===== src/rtl/cond_sum_pkg.sv =====
// rtl/cond_sum_pkg.sv - shared widths and stage payload types for cond_sum_pipe
package cond_sum_pkg;

  localparam int WIDTH_DEF = 8;
  localparam int CNT_W_DEF = 16;

  // Stage 1 holds the already-selected operand pair plus which pair won.
  typedef struct packed {
    logic [WIDTH_DEF-1:0] p1;
    logic [WIDTH_DEF-1:0] p2;
    logic                 sel_b;
  } s1_payload_t;

  // Stage 2 holds the finished sum as presented downstream.
  typedef struct packed {
    logic [WIDTH_DEF-1:0] result;
    logic                 carry;
    logic                 sel_b;
  } s2_payload_t;

endpackage


===== src/rtl/pair_add.sv =====
// rtl/pair_add.sv - W-bit adder with carry-out, purely combinational
module pair_add #(
  parameter int W = 8
) (
  input  logic [W-1:0] a,
  input  logic [W-1:0] b,
  output logic [W-1:0] sum,
  output logic         carry
);

  // Widen by one bit so the carry falls out of the same add.
  assign {carry, sum} = {1'b0, a} + {1'b0, b};

endmodule


===== src/rtl/cond_sum_pipe.sv =====
// rtl/cond_sum_pipe.sv - two-stage back-pressured select-and-add pipeline
module cond_sum_pipe
  import cond_sum_pkg::*;
#(
  // Payload structs are sized by WIDTH_DEF, so WIDTH is expected to match it.
  parameter int WIDTH = WIDTH_DEF,
  parameter int CNT_W = CNT_W_DEF
) (
  input  logic             clock,
  input  logic             rst_n,
  input  logic             in_valid,
  output logic             in_ready,
  input  logic [WIDTH-1:0] in_a1,
  input  logic [WIDTH-1:0] in_a2,
  input  logic [WIDTH-1:0] in_b1,
  input  logic [WIDTH-1:0] in_b2,
  input  logic [WIDTH-1:0] in_c1,
  input  logic [WIDTH-1:0] in_c2,
  output logic             out_valid,
  input  logic             out_ready,
  output logic [WIDTH-1:0] out_result,
  output logic             out_carry,
  output logic             out_sel_b,
  output logic [CNT_W-1:0] result_count
);

  localparam logic [CNT_W-1:0] CNT_MAX = '1;

  logic        s1_valid_q, s1_valid_d;
  logic        s2_valid_q, s2_valid_d;
  s1_payload_t s1_q, s1_d;
  s2_payload_t s2_q, s2_d;
  logic [CNT_W-1:0] count_q, count_d;

  logic             s1_adv, s2_adv, accept, out_fire;
  logic [WIDTH-1:0] sel_sum;
  logic             sel_carry_unused;
  logic [WIDTH-1:0] pair_sum;
  logic             pair_carry;

  // Selector sum: only its wrapped value matters, the carry is irrelevant.
  pair_add #(.W(WIDTH)) u_sel_add (
    .a     (in_a1),
    .b     (in_a2),
    .sum   (sel_sum),
    .carry (sel_carry_unused)
  );

  // Sum of the pair chosen in stage 1.
  pair_add #(.W(WIDTH)) u_pair_add (
    .a     (s1_q.p1),
    .b     (s1_q.p2),
    .sum   (pair_sum),
    .carry (pair_carry)
  );

  // A stage may load when it is empty or its contents move on this cycle.
  assign s2_adv   = !s2_valid_q || out_ready;
  assign s1_adv   = !s1_valid_q || s2_adv;
  assign in_ready = s1_adv;
  assign accept   = in_valid && in_ready;
  assign out_fire = s2_valid_q && out_ready;

  // Next-state for both stages and the completion counter.
  always_comb begin
    s1_valid_d = s1_valid_q;
    s1_d       = s1_q;
    s2_valid_d = s2_valid_q;
    s2_d       = s2_q;
    count_d    = count_q;

    if (s1_adv) begin
      s1_valid_d = accept;
      if (accept) begin
        s1_d.sel_b = (sel_sum != '0);
        s1_d.p1    = (sel_sum != '0) ? in_b1 : in_c1;
        s1_d.p2    = (sel_sum != '0) ? in_b2 : in_c2;
      end
    end

    if (s2_adv) begin
      s2_valid_d = s1_valid_q;
      if (s1_valid_q) begin
        s2_d.result = pair_sum;
        s2_d.carry  = pair_carry;
        s2_d.sel_b  = s1_q.sel_b;
      end
    end

    if (out_fire && (count_q != CNT_MAX)) begin
      count_d = count_q + 1'b1;
    end
  end

  // Stage registers and counter; reset discards anything in flight.
  always_ff @(posedge clock or negedge rst_n) begin
    if (!rst_n) begin
      s1_valid_q <= 1'b0;
      s1_q       <= '0;
      s2_valid_q <= 1'b0;
      s2_q       <= '0;
      count_q    <= '0;
    end else begin
      s1_valid_q <= s1_valid_d;
      s1_q       <= s1_d;
      s2_valid_q <= s2_valid_d;
      s2_q       <= s2_d;
      count_q    <= count_d;
    end
  end

  assign out_valid    = s2_valid_q;
  assign out_result   = s2_q.result;
  assign out_carry    = s2_q.carry;
  assign out_sel_b    = s2_q.sel_b;
  assign result_count = count_q;

endmodule


===== config.mk =====
export PLATFORM = sky130hd
export DESIGN_NAME = cond_sum_pipe
export DESIGN_NICKNAME = d
export VERILOG_FILES = /design/src/rtl/cond_sum_pkg.sv /design/src/rtl/pair_add.sv /design/src/rtl/cond_sum_pipe.sv
export SDC_FILE = /design/constraint.sdc
export NUM_CORES = 1
export LEC_CHECK = 0
export ABC_AREA = 1
export BUFFER_PORTS_ARGS = -buffer_cell sky130_fd_sc_hd__buf_2
export CAP_MARGIN = 20
export CORE_AREA = 2 2 75 77
export DETAILED_ROUTE_END_ITERATION = 12
export DIE_AREA = 0 0 77 79
export PLACE_DENSITY_LB_ADDON = 0.2
export SYNTH_ARGS = -nofsm -noshare
export SYNTH_HDL_FRONTEND = slang
export SYNTH_SLANG_ARGS = --single-unit
export TNS_END_PERCENT = 5

===== constraint.sdc =====
create_clock -name clock -period 4.1 [get_ports clock]
set_input_delay 0.82 -clock clock [delete_from_list [all_inputs] [get_ports clock]]
set_output_delay 0.82 -clock clock [all_outputs]
set_load 0.05 [all_outputs]

==> key figures, run 1 <==
Synthesis
  – Largest family of logic cells by synthesized area: simple AND/OR/NAND/NOR gates
  – Seq/Total Area, Yosys: between 30% and 40%
  – Synth Area in XOR/XNOR: 6.01%
  – Yosys top cell area share: 38.6%
  – Ys flop type: dfrtp_1
  – Post-synthesis mux area share: 0%
  – Number of flops mapped to enable cells by yosys: 0
  – Synth unique cells: 31
  – Synth Area in Adders: under 10%
  – Post-synth ARST share: 100%
  – Mapped cell area: just under 0.003 mm²
  – Yosys reg bits: 45
  – Synth Area in Compound Gates: under 10%
  – Most frequent cells after synthesis: nand2_1 (124), inv_1 (66), dfrtp_1 (45), nand3_1 (34), nand4_1 (24)
  – Synth area leader: dfrtp_1
  – Net Count, Synth: 460
  – Syn avg cell area: roughly 7.5 µm²
  – Syn Inst Count: 390
  – Ys Warns: 0
  – Synth area leaders: dfrtp_1 (39%), nand2_1 (16%), inv_1 (8.5%), ha_1 (6.9%), nand3_1 (5.8%)
  – Synth Area in Simple Gates: about 34%
  – Top-count cell post-synth: nand2_1

Floorplan
  – Core footprint: about 0.0053 mm²
  – Initial core utilization: a little over half
  – Row cnt: 27
  – I/O pins: 80
  – Die width: between 70 and 80 µm
  – Die height: roughly 79 µm
  – Die area: a little over 0.006 mm²

Setup path
  – CP endpoint kind: flop
  – Cell depth of the worst setup path: 11
  – Most frequent CP cell: nand2_1
  – Worst setup path class: in -> reg
  – Critical Path RT: between 4000 and 5000 ps
  – Worst-path maximum fanout: 17
  – Crit path buf inv count: 1
  – CP max stage delay: approximately 440 ps
  – R2R setup slack: 2100 ps
  – Worst r2r path cells: 5
  – R2R Path End: s1_q[8]$_DFFE_PN0P_
  – Startpoint types: input pin
  – Crit path cell chain: buf_2, ha_1, fa_1, or2_1, nor2_1, nand3_2, nor2_4, nand3_4, nand2_1, nand3_1, nand2_1
  – Largest delay share family, worst path: simple AND/OR/NAND/NOR gates
  – Critical path's slowest cell: fa_1
  – Crit path DAT: roughly 2900 ps
  – Crit Reg-Reg Startpoint: out_valid$_DFFE_PN0P_

Detailed routing
  – DR pass1 iterations: 5
  – DRC viols: 0
  – Average wire per standard cell: between 10 and 15 µm
  – Initial DRC Count: around 130
  – Via count: roughly 2700
  – Total wire length: ~6300 µm
  – Post-route ant nets: 0
  – Vias per cell: between 4 and 5

Power
  – Switch share: between 40 and 50%
  – Sequential Power Share: a little under two fifths
  – Max rail drop VDD: 0.290 mV
  – Switch Pwr: ~770 µW
  – Cell Pwr Density: between 400 and 500 mW/mm²
  – Leakage power: 2.07 nW
  – Internal power: 957 µW
  – Clock share of power: 19.6%
  – Combinational group share of total power: between 40% and 50%

Placed design
  – Placer Congestion: between 0.8 and 0.9
  – Port bufs: between 70 and 80
  – DP HPWL: approximately 5000 µm
  – Placed instance area: around 0.0034 mm²

Timing
  – Fmax: roughly 0.38 GHz
  – Setup TNS: 0 ps
  – Fin. Hold Viols: 0
  – Slew Viols, Final: 0
  – Slew at the pin with the worst max-slew slack: between 500 and 600 ps
  – Tmin final: 2650 ps
  – Worst rel slew slack: between 60% and 70%
  – Final-report setup violation count: 0
  – RSZ-0062 raised after global routing: false
  – Final Cycle Share: between 60% and 70%
  – Clock skew: approximately 9.3 ps

Status
  – Status: complete, no violations

Layout
  – Syn-to-layout area delta: 19.7%
  – # nets final: 540
  – Design area: 0.00349 mm²
  – Share of layout cells above drive strength 1: between 20% and 30%
  – # diodes: 0

Global route
  – Global-route wire length before repair: approximately 11000 µm
  – Vias in the first global route: about 2500
  – GRT Total Usage: 21.7%
  – Antenna violations before repair: 0
  – Total congestion overflow: 0
  – Largest net degree at the start of global routing: between 40 and 50

Clock tree
  – Inserted Clock Buffers: 5
  – Post-CTS setup buffers: 0
  – Root Driver: clkbuf_8
  – TritonCTS clock tree: done
  – Post-CTS Hold Buffers: 0
  – Max Root-Sink Buffers: 2
  – H-tree levels: 2
  – Total clock sinks: 45
  – Clk pin slew, worst setup/hold paths: about 80 ps
  – CTS resizes: 0
  – Clock Latency Late Sink: between 200 and 300 ps

Hold path
  – Worst Hold Class: in -> async

Job
  – Max-Cap Viols: 0
-- sequential cells by signal, indices dropped and copies added, names as in the netlist --
signal        cells
s1_q             17
result_count     16
out_sel_b         1
s1_valid_q        1
out_carry         1
out_result        8
out_valid         1
-- final cells by class --
cell class / instances / area (µm²)
clock buffer: 7 / 86.3
clock inverter: 1 / 30.0
fill: 491 / 1850
inverter: 69 / 259
multi-input combinational: 269 / 1490
sequential: 45 / 1130
tap: 72 / 90.1
timing repair buffer: 80 / 415
-- cell families (layout without fill, tap and decap cells) --
family | after synthesis | after routing
compound gates | 18 | 18
xor+xnor | 20 | 20
simple gates | 213 | 213
flops | 45 | 45
fa+ha+maj | 18 | 18
buf+inv | 76 | 157
-- worst max-delay path by stage --
| stage | to | start |
|---|---|---|
| 2_1_floorplan | s1_q[10]$_DFFE_PN0P_ | in_a1[0] |
| 3_3_place_gp | s1_q[7]$_DFFE_PN0P_ | in_a1[0] |
| 3_5_place_dp | s1_q[15]$_DFFE_PN0P_ | in_a1[0] |
| 4_1_cts | s1_q[8]$_DFFE_PN0P_ | in_a1[0] |
| 5_1_grt | s1_q[8]$_DFFE_PN0P_ | in_a1[0] |
| 6_report | s1_q[8]$_DFFE_PN0P_ | in_a1[0] |
-- per-layer routing --
| metal | global-route usage, % | vias up | share of wire (%) |
|---|---|---|---|
| met3 | 3.86 | 6 | 4.6 |
| met5 | 0 | - | 0 |
| met4 | 4.82 | 0 | 0.99 |
| met1 | 29.2 | 1205 | 47 |
| li1 | - | 1390 | - |
| met2 | 36.8 | 67 | 48 |
-- cell usage in the layout, fill, tap and decap left out, types with 2 or more instances in the layout --
cell type  count
a21oi_1        8
buf_2         79
clkbuf_8       6
dfrtp_1       45
fa_1           2
ha_1          16
inv_1         66
inv_2          2
nand2_1      124
nand2_2        3
nand3_1       34
nand3b_1       2
nand4_1       24
nor2_1        17
o21ai_0        8
xnor2_1        7
xor2_1        13
-- stage by stage --
stage	setup WS [ps]	instances	power [mW]	utilization, %	hold slack (ps)
3_5_place_dp	1160	534	1.39	62.9	463
4_1_cts	1440	542	1.73	65.0	485
3_3_place_gp	1250	534	1.38	62.9	460
6_report	1450	543	1.72	65.4	387
5_1_grt	1250	543	1.84	65.4	389
2_1_floorplan	1550	390	1.21	-	453
-- power groups by stage --
stage	clock network, mW	registers [mW]	logic, mW
2_1_floorplan	0	0.905	0.306
3_3_place_gp	0	0.635	0.741
3_5_place_dp	0	0.641	0.752
4_1_cts	0.346	0.632	0.756
5_1_grt	0.365	0.649	0.825
6_report	0.337	0.633	0.754
Note: power is estimated with default switching activity, not from simulation.
==> run 2: changes to the inputs <==
Settings changed: CORE_AREA 2 2 75 77 to 2 2 78 80, DIE_AREA 0 0 77 79 to 0 0 80 82.
Clock period 4.1 ns to 2.75 ns, I/O delays scaled along.
==> run 2 against run 1 <==
Compared with the run above: power is 43% higher; via count up 0.94%; sequential power rose by 49%; first-iteration DRC count is 3.1% higher; non-clock buffer count grew 2; critical path depth is the same; register-to-register slack got worse by 1300 ps; setup slack worse by 980 ps; count of clock-buffer cells in the layout did not move; worst hold slack worse by 220 ps.
==> key figures, run 2 (synthesis results as in run 1) <==
Status
  – Status: complete, no violations

Layout
  – Design area: 0.00348 mm² (-0.39%)
  – Area taken by multi-input logic gates: 0.00149 mm² (unchanged)
  – Sequential Area: 0.00113 mm² (unchanged)
  – Fill count: 535 (+9.0%)
  – Most frequent cells in the layout: nand2_1 (124), buf_2 (79), inv_1 (66)
  – Max reg flops: 17 (unchanged)
  – Share of layout cells above drive strength 1: 20.7% (+0.12 points)
  – # nets final: 542 (+0.37%)
  – Final Core Density: 60.5% (-4.9 points)
  – # diodes: 0 (unchanged)
  – Syn-to-layout area delta: 19.3%
  – Most common cell after layout, fill and taps aside: nand2_1
  – Reg with most FFs: s1_q

Power
  – Leakage power: 2.06 nW (-0.48%)
  – Switch share: 46.6% (+2.1 points)
  – Max rail drop VDD: 0.448 mV (+54%)
  – Combinational group share of total power: 45.7% (+2.0 points)
  – Cell Pwr Density: 706 mW/mm² (+43%)
  – Internal power: 1.31 mW (+37%)
  – Final Power: 2.46 mW (+43%)
  – Clock share of power: 16.0% (-3.6 points)
  – Switch Pwr: 1.14 mW (+49%)
  – Sequential Power Share: 38.3% (+1.6 points)

Job
  – Max-Cap Viols: 0 (unchanged)

Setup path
  – Crit path DAT: 2450 ps (-420 ps)
  – Critical Path RT: 2930 ps (-1390 ps)
  – CP endpoint kind: flop
  – Startpoint types: input pin
  – Worst setup path class: in -> reg
  – Worst-path maximum fanout: 10 (-7)

Detailed routing
  – Initial DRC Count: 131 (+3.1%)
  – Via count: 2693 (+0.94%)
  – Average wire per standard cell: 11.2 µm (-2.5%)
  – Vias per cell: 4.91 (about the same)
  – DR pass1 iterations: 4 (-1)
  – Total wire length: 6160 µm (-1.6%)
  – DRC viols: 0 (unchanged)
  – Post-route ant nets: 0 (unchanged)

Global route
  – Global-route wire length before repair: 10600 µm (-0.58%)
  – Vias in the first global route: 2550 (+4.1%)
  – Antenna violations before repair: 0 (unchanged)
  – GRT Total Usage: 20.3% (-1.3 points)
  – Total congestion overflow: 0 (unchanged)
  – Largest net degree at the start of global routing: 46 (unchanged)

Clock tree
  – Max Root-Sink Buffers: 2 (unchanged)
  – Inserted Clock Buffers: 5 (unchanged)
  – Root Driver: clkbuf_8
  – Post-CTS Hold Buffers: 0 (unchanged)
  – Clk pin slew, worst setup/hold paths: 80 ps (about the same)
  – Total clock sinks: 45 (unchanged)
  – CTS resizes: 0 (unchanged)
  – Clock Latency Late Sink: 300 ps (about the same)
  – Post-CTS setup buffers: 0 (unchanged)
  – H-tree levels: 2 (unchanged)
  – TritonCTS clock tree: done

Timing
  – RSZ-0062 raised after global routing: false
  – Slew Viols, Final: 0 (unchanged)
  – Final-report setup violation count: 0 (unchanged)
  – Final Cycle Share: 82.7%
  – Clock skew: 10.7 ps (+1.35 ps)
  – Fin. Hold Viols: 0 (unchanged)
  – Slew at the pin with the worst max-slew slack: 515 ps (-39.9 ps)
  – Fmax: around 0.44 GHz
  – Setup TNS: 0 ps (unchanged)
  – Worst rel slew slack: 65.6% (+2.7 points)
  – Tmin final: between 2000 and 2500 ps

Placed design
  – Placed instance area: 0.00337 mm² (+0.56%)
  – DP HPWL: 4900 µm (-1.1%)
  – Placer Congestion: 0.893 (+4.8%)
  – Port bufs: 79 (unchanged)

Floorplan
  – Die width: 80 µm (+3.9%)
  – I/O pins: 80 (unchanged)
  – Initial core utilization: 50.8% (-3.9 points)
  – Die area: 0.00656 mm² (+7.8%)
  – Core footprint: 0.00575 mm² (+7.6%)
  – Die height: 82 µm (+3.8%)
  – Row cnt: 28 (+3.7%)

Hold path
  – Worst Hold Class: in -> async
==> run 2: path summary, 6_finish.rpt <==
kind,endpoint,depth (start not counted),start,slack [ps]
max in group asynchronous,s1_q[3]$_DFFE_PN0P_,2,rst_n,2100
worst min register to register,s1_q[11]$_DFFE_PN0P_,2,s1_q[11]$_DFFE_PN0P_,480
min in group clock,s1_q[11]$_DFFE_PN0P_,2,s1_q[11]$_DFFE_PN0P_,480
worst min-delay path,out_result[1]$_DFFE_PN0P_,1,rst_n,160
worst max-delay path,s1_q[11]$_DFFE_PN0P_,11,in_a1[0],480
worst max register to register,out_result[6]$_DFFE_PN0P_,9,s1_q[1]$_DFFE_PN0P_,850
==> run 2: metrics by stage <==
stage               std cells  setup WS (ps)  hold slack, ps
floorplan                 390            469             254
global placement          539            220             457
detailed placement        539            164             465
CTS                       547            481             436
global route              548            318             184
finish                    548            477             164
==> run 2: layout make-up <==
cell class,count,area share [%]
clock inverters,1,0.216
flip-flops and latches,45,32.4
inverters,69,7.45
multi-input cells,269,42.7
well taps,75,2.70
clock buffers,7,2.19
repair buffers,82,12.4
==> run 2: critical path: stages <==
cell,delay (ps)
buf_2,100
ha_1,220
fa_1,430
or2_1,210
nor2_1,130
nand3_2,100
nor2_4,220
buf_4,200
nand4_1,110
nand3_1,110
nand2_1,60
==> run 2: per-layer routing <==
metal / part of all wire, % / vias up / global-route usage, %
met2: 45 / 81 / 33.4
met5: 0 / - / 0
met4: 1.9 / 0 / 6.27
met3: 6.0 / 14 / 3.96
met1: 47 / 1198 / 27.3
li1: - / 1400 / -
==> run 2: power by group through the flow <==
stage          clock network, mW  logic, mW  registers (mW)
2_1_floorplan                  0      0.456            1.35
3_3_place_gp                   0       1.11           0.944
5_1_grt                    0.432       1.25           0.966
4_1_cts                    0.408       1.13           0.942
6_report                   0.394       1.12           0.941
3_5_place_dp                   0       1.12           0.956
==> run 3: changes to the inputs <==
Clock period 2.75 ns to 2.2 ns, I/O delays scaled along.
==> run 3 against run 2 <==
Compared with the run above: combinational power grew 29%; via count rose by 0.33%; count of clock-buffer cells in the layout is 1 lower; power is 28% higher; register-to-register slack got worse by 560 ps; critical path depth is the same; first-iteration DRC count decreased by 11%; wire length up 3.5%; global-route usage down 0.18 points; largest power group unchanged.
==> key figures, run 3 (synthesis results as in run 1) <==
Status
  – Status: complete, no violations

Setup path
  – Crit path cell chain: buf_2, ha_1, fa_1, or2_1, nor2_1, nand3_2, nor2_4, buf_4, nand4_1, nand3_1, nand2_1
  – Critical path's slowest cell: fa_1
  – Crit path DAT: 2230 ps (-220 ps)
  – Startpoint types: input pin
  – CP endpoint kind: flop
  – Critical Path RT: 2390 ps (-540 ps)
  – Largest delay share family, worst path: simple AND/OR/NAND/NOR gates
  – CP max stage delay: 430 ps (about the same)
  – Crit path buf inv count: 2 (unchanged)
  – Worst-path maximum fanout: 11 (+1)
  – Worst setup path class: in -> reg

Timing
  – Slew Viols, Final: 0 (unchanged)
  – Worst rel slew slack: 64.3% (-1.3 points)
  – Slew at the pin with the worst max-slew slack: 532 ps (+16.9 ps)
  – Final Cycle Share: 92.9%
  – Fmax: between 0.4 and 0.5 GHz
  – RSZ-0062 raised after global routing: false
  – Clock skew: 5.37 ps (-5.28 ps)
  – Tmin final: 2040 ps
  – Setup TNS: 0 ps (unchanged)
  – Final-report setup violation count: 0 (unchanged)
  – Fin. Hold Viols: 0 (unchanged)
  – Fin Hold WS: 104 ps (-60.7 ps)

Detailed routing
  – DR pass1 iterations: 4 (unchanged)
  – Post-route ant nets: 0 (unchanged)
  – Vias per cell: 4.87 (-0.93%)
  – Via count: 2702 (+0.33%)
  – Total wire length: 6380 µm (+3.5%)
  – Initial DRC Count: 116 (-11%)
  – Average wire per standard cell: 11.5 µm (+2.2%)
  – DRC viols: 0 (unchanged)

Job
  – Max-Cap Viols: 0 (unchanged)

Layout
  – Most frequent cells in the layout: nand2_1 (124), buf_2 (79), inv_1 (66)
  – # diodes: 0 (unchanged)
  – Syn-to-layout area delta: 21.7%
  – Max reg flops: 17 (unchanged)
  – Most common cell after layout, fill and taps aside: nand2_1
  – Share of layout cells above drive strength 1: 22.5% (+1.8 points)
  – Reg with most FFs: s1_q
  – # nets final: 549 (+1.3%)
  – Post-route insts no fill: 555 (+1.3%)

Floorplan
  – Die area: 0.00656 mm² (unchanged)
  – Core footprint: 0.00575 mm² (unchanged)
  – Die height: 82 µm (unchanged)
  – Die width: 80 µm (unchanged)
  – I/O pins: 80 (unchanged)
  – Row cnt: 28 (unchanged)
  – Initial core utilization: 50.8% (unchanged)

Placed design
  – Placer Congestion: 0.863 (-3.3%)
  – Port bufs: 79 (unchanged)
  – DP HPWL: 5140 µm (+4.9%)
  – Placed Cells: 547 (+1.5%)

Clock tree
  – Inserted Clock Buffers: 5 (unchanged)
  – Root Driver: clkbuf_8
  – Clk pin slew, worst setup/hold paths: 80 ps (about the same)
  – CTS resizes: 0 (unchanged)
  – Clock Latency Late Sink: 290 ps (about the same)
  – H-tree levels: 2 (unchanged)
  – Max Root-Sink Buffers: 2 (unchanged)
  – Post-CTS Hold Buffers: 0 (unchanged)
  – TritonCTS clock tree: done
  – Total clock sinks: 45 (unchanged)
  – Post-CTS setup buffers: 0 (unchanged)

Power
  – Leakage power: 2.11 nW (+2.4%)
  – Cell Pwr Density: 888 mW/mm² (+26%)
  – Max rail drop VDD: 0.522 mV (+17%)

Global route
  – Global-route wire length before repair: 10500 µm (-1.2%)
  – Antenna violations before repair: 0 (unchanged)
  – Vias in the first global route: 2472 (-3.1%)
  – Largest net degree at the start of global routing: 25 (-46%)
  – Total congestion overflow: 0 (unchanged)
  – GRT Total Usage: 20.2% (-0.18 points)

Hold path
  – Worst Hold Class: in -> async
[run 3: worst paths after layout]
kind | to | start | depth (start not counted) | slack [ps]
min reg2reg | out_result[1]$_DFFE_PN0P_ | out_result[1]$_DFFE_PN0P_ | 2 | 480
min | out_result[0]$_DFFE_PN0P_ | rst_n | 1 | 100
max in group asynchronous | s1_q[11]$_DFFE_PN0P_ | rst_n | 2 | 1600
max reg2reg | out_result[6]$_DFFE_PN0P_ | s1_q[1]$_DFFE_PN0P_ | 9 | 290
max | s1_q[16]$_DFFE_PN0P_ | in_a1[0] | 11 | 160
min in group clock | s1_valid_q$_DFFE_PN0N_ | out_ready | 4 | 430
[run 3: where the power goes]
group          total, mW  internal (mW)  switching (mW)
Clock              0.533          0.255           0.278
Combinational       1.44          0.418            1.02
Sequential          1.18           1.02           0.156
Total               3.15           1.69            1.46
[run 3: through the flow]
step	total power, mW	worst slack (ps)	instance area (µm²)	util [%]
finish	3.15	156	3550	61.8
global route	3.37	37.3	3550	61.8
CTS	3.18	158	3550	61.8
detailed placement	2.64	-163	3450	60.1
global placement	2.61	-107	3450	60.1
floorplan	2.26	29.4	2920	-
[run 3: cell type report]
class	count	area [µm²]
Inverter	69	259
Multi-Input combinational cell	269	1490
Timing Repair Buffer	89	483
Clock inverter	2	13.8
Tap cell	75	93.8
Fill cell	548	2200
Clock buffer	6	82.6
Sequential cell	45	1130
[run 3: worst register-to-register path, delay by kind of cell, from the launching register on]
kind                       cells  cell delay, ps
adders and majority gates      2             630
DFF                            1             390
and+or+nand+nor                4             340
AOI/OAI and AO/OA              2             280
xor gates and xnor gates       1             150
[run 3: metal layers]
layer	up-vias	part of all wire [%]	global-route usage, %
met5	-	0	0
met4	0	2.4	7.63
met3	17	3.8	2.42
met2	70	46	33.8
met1	1210	48	26.8
li1	1405	-	-
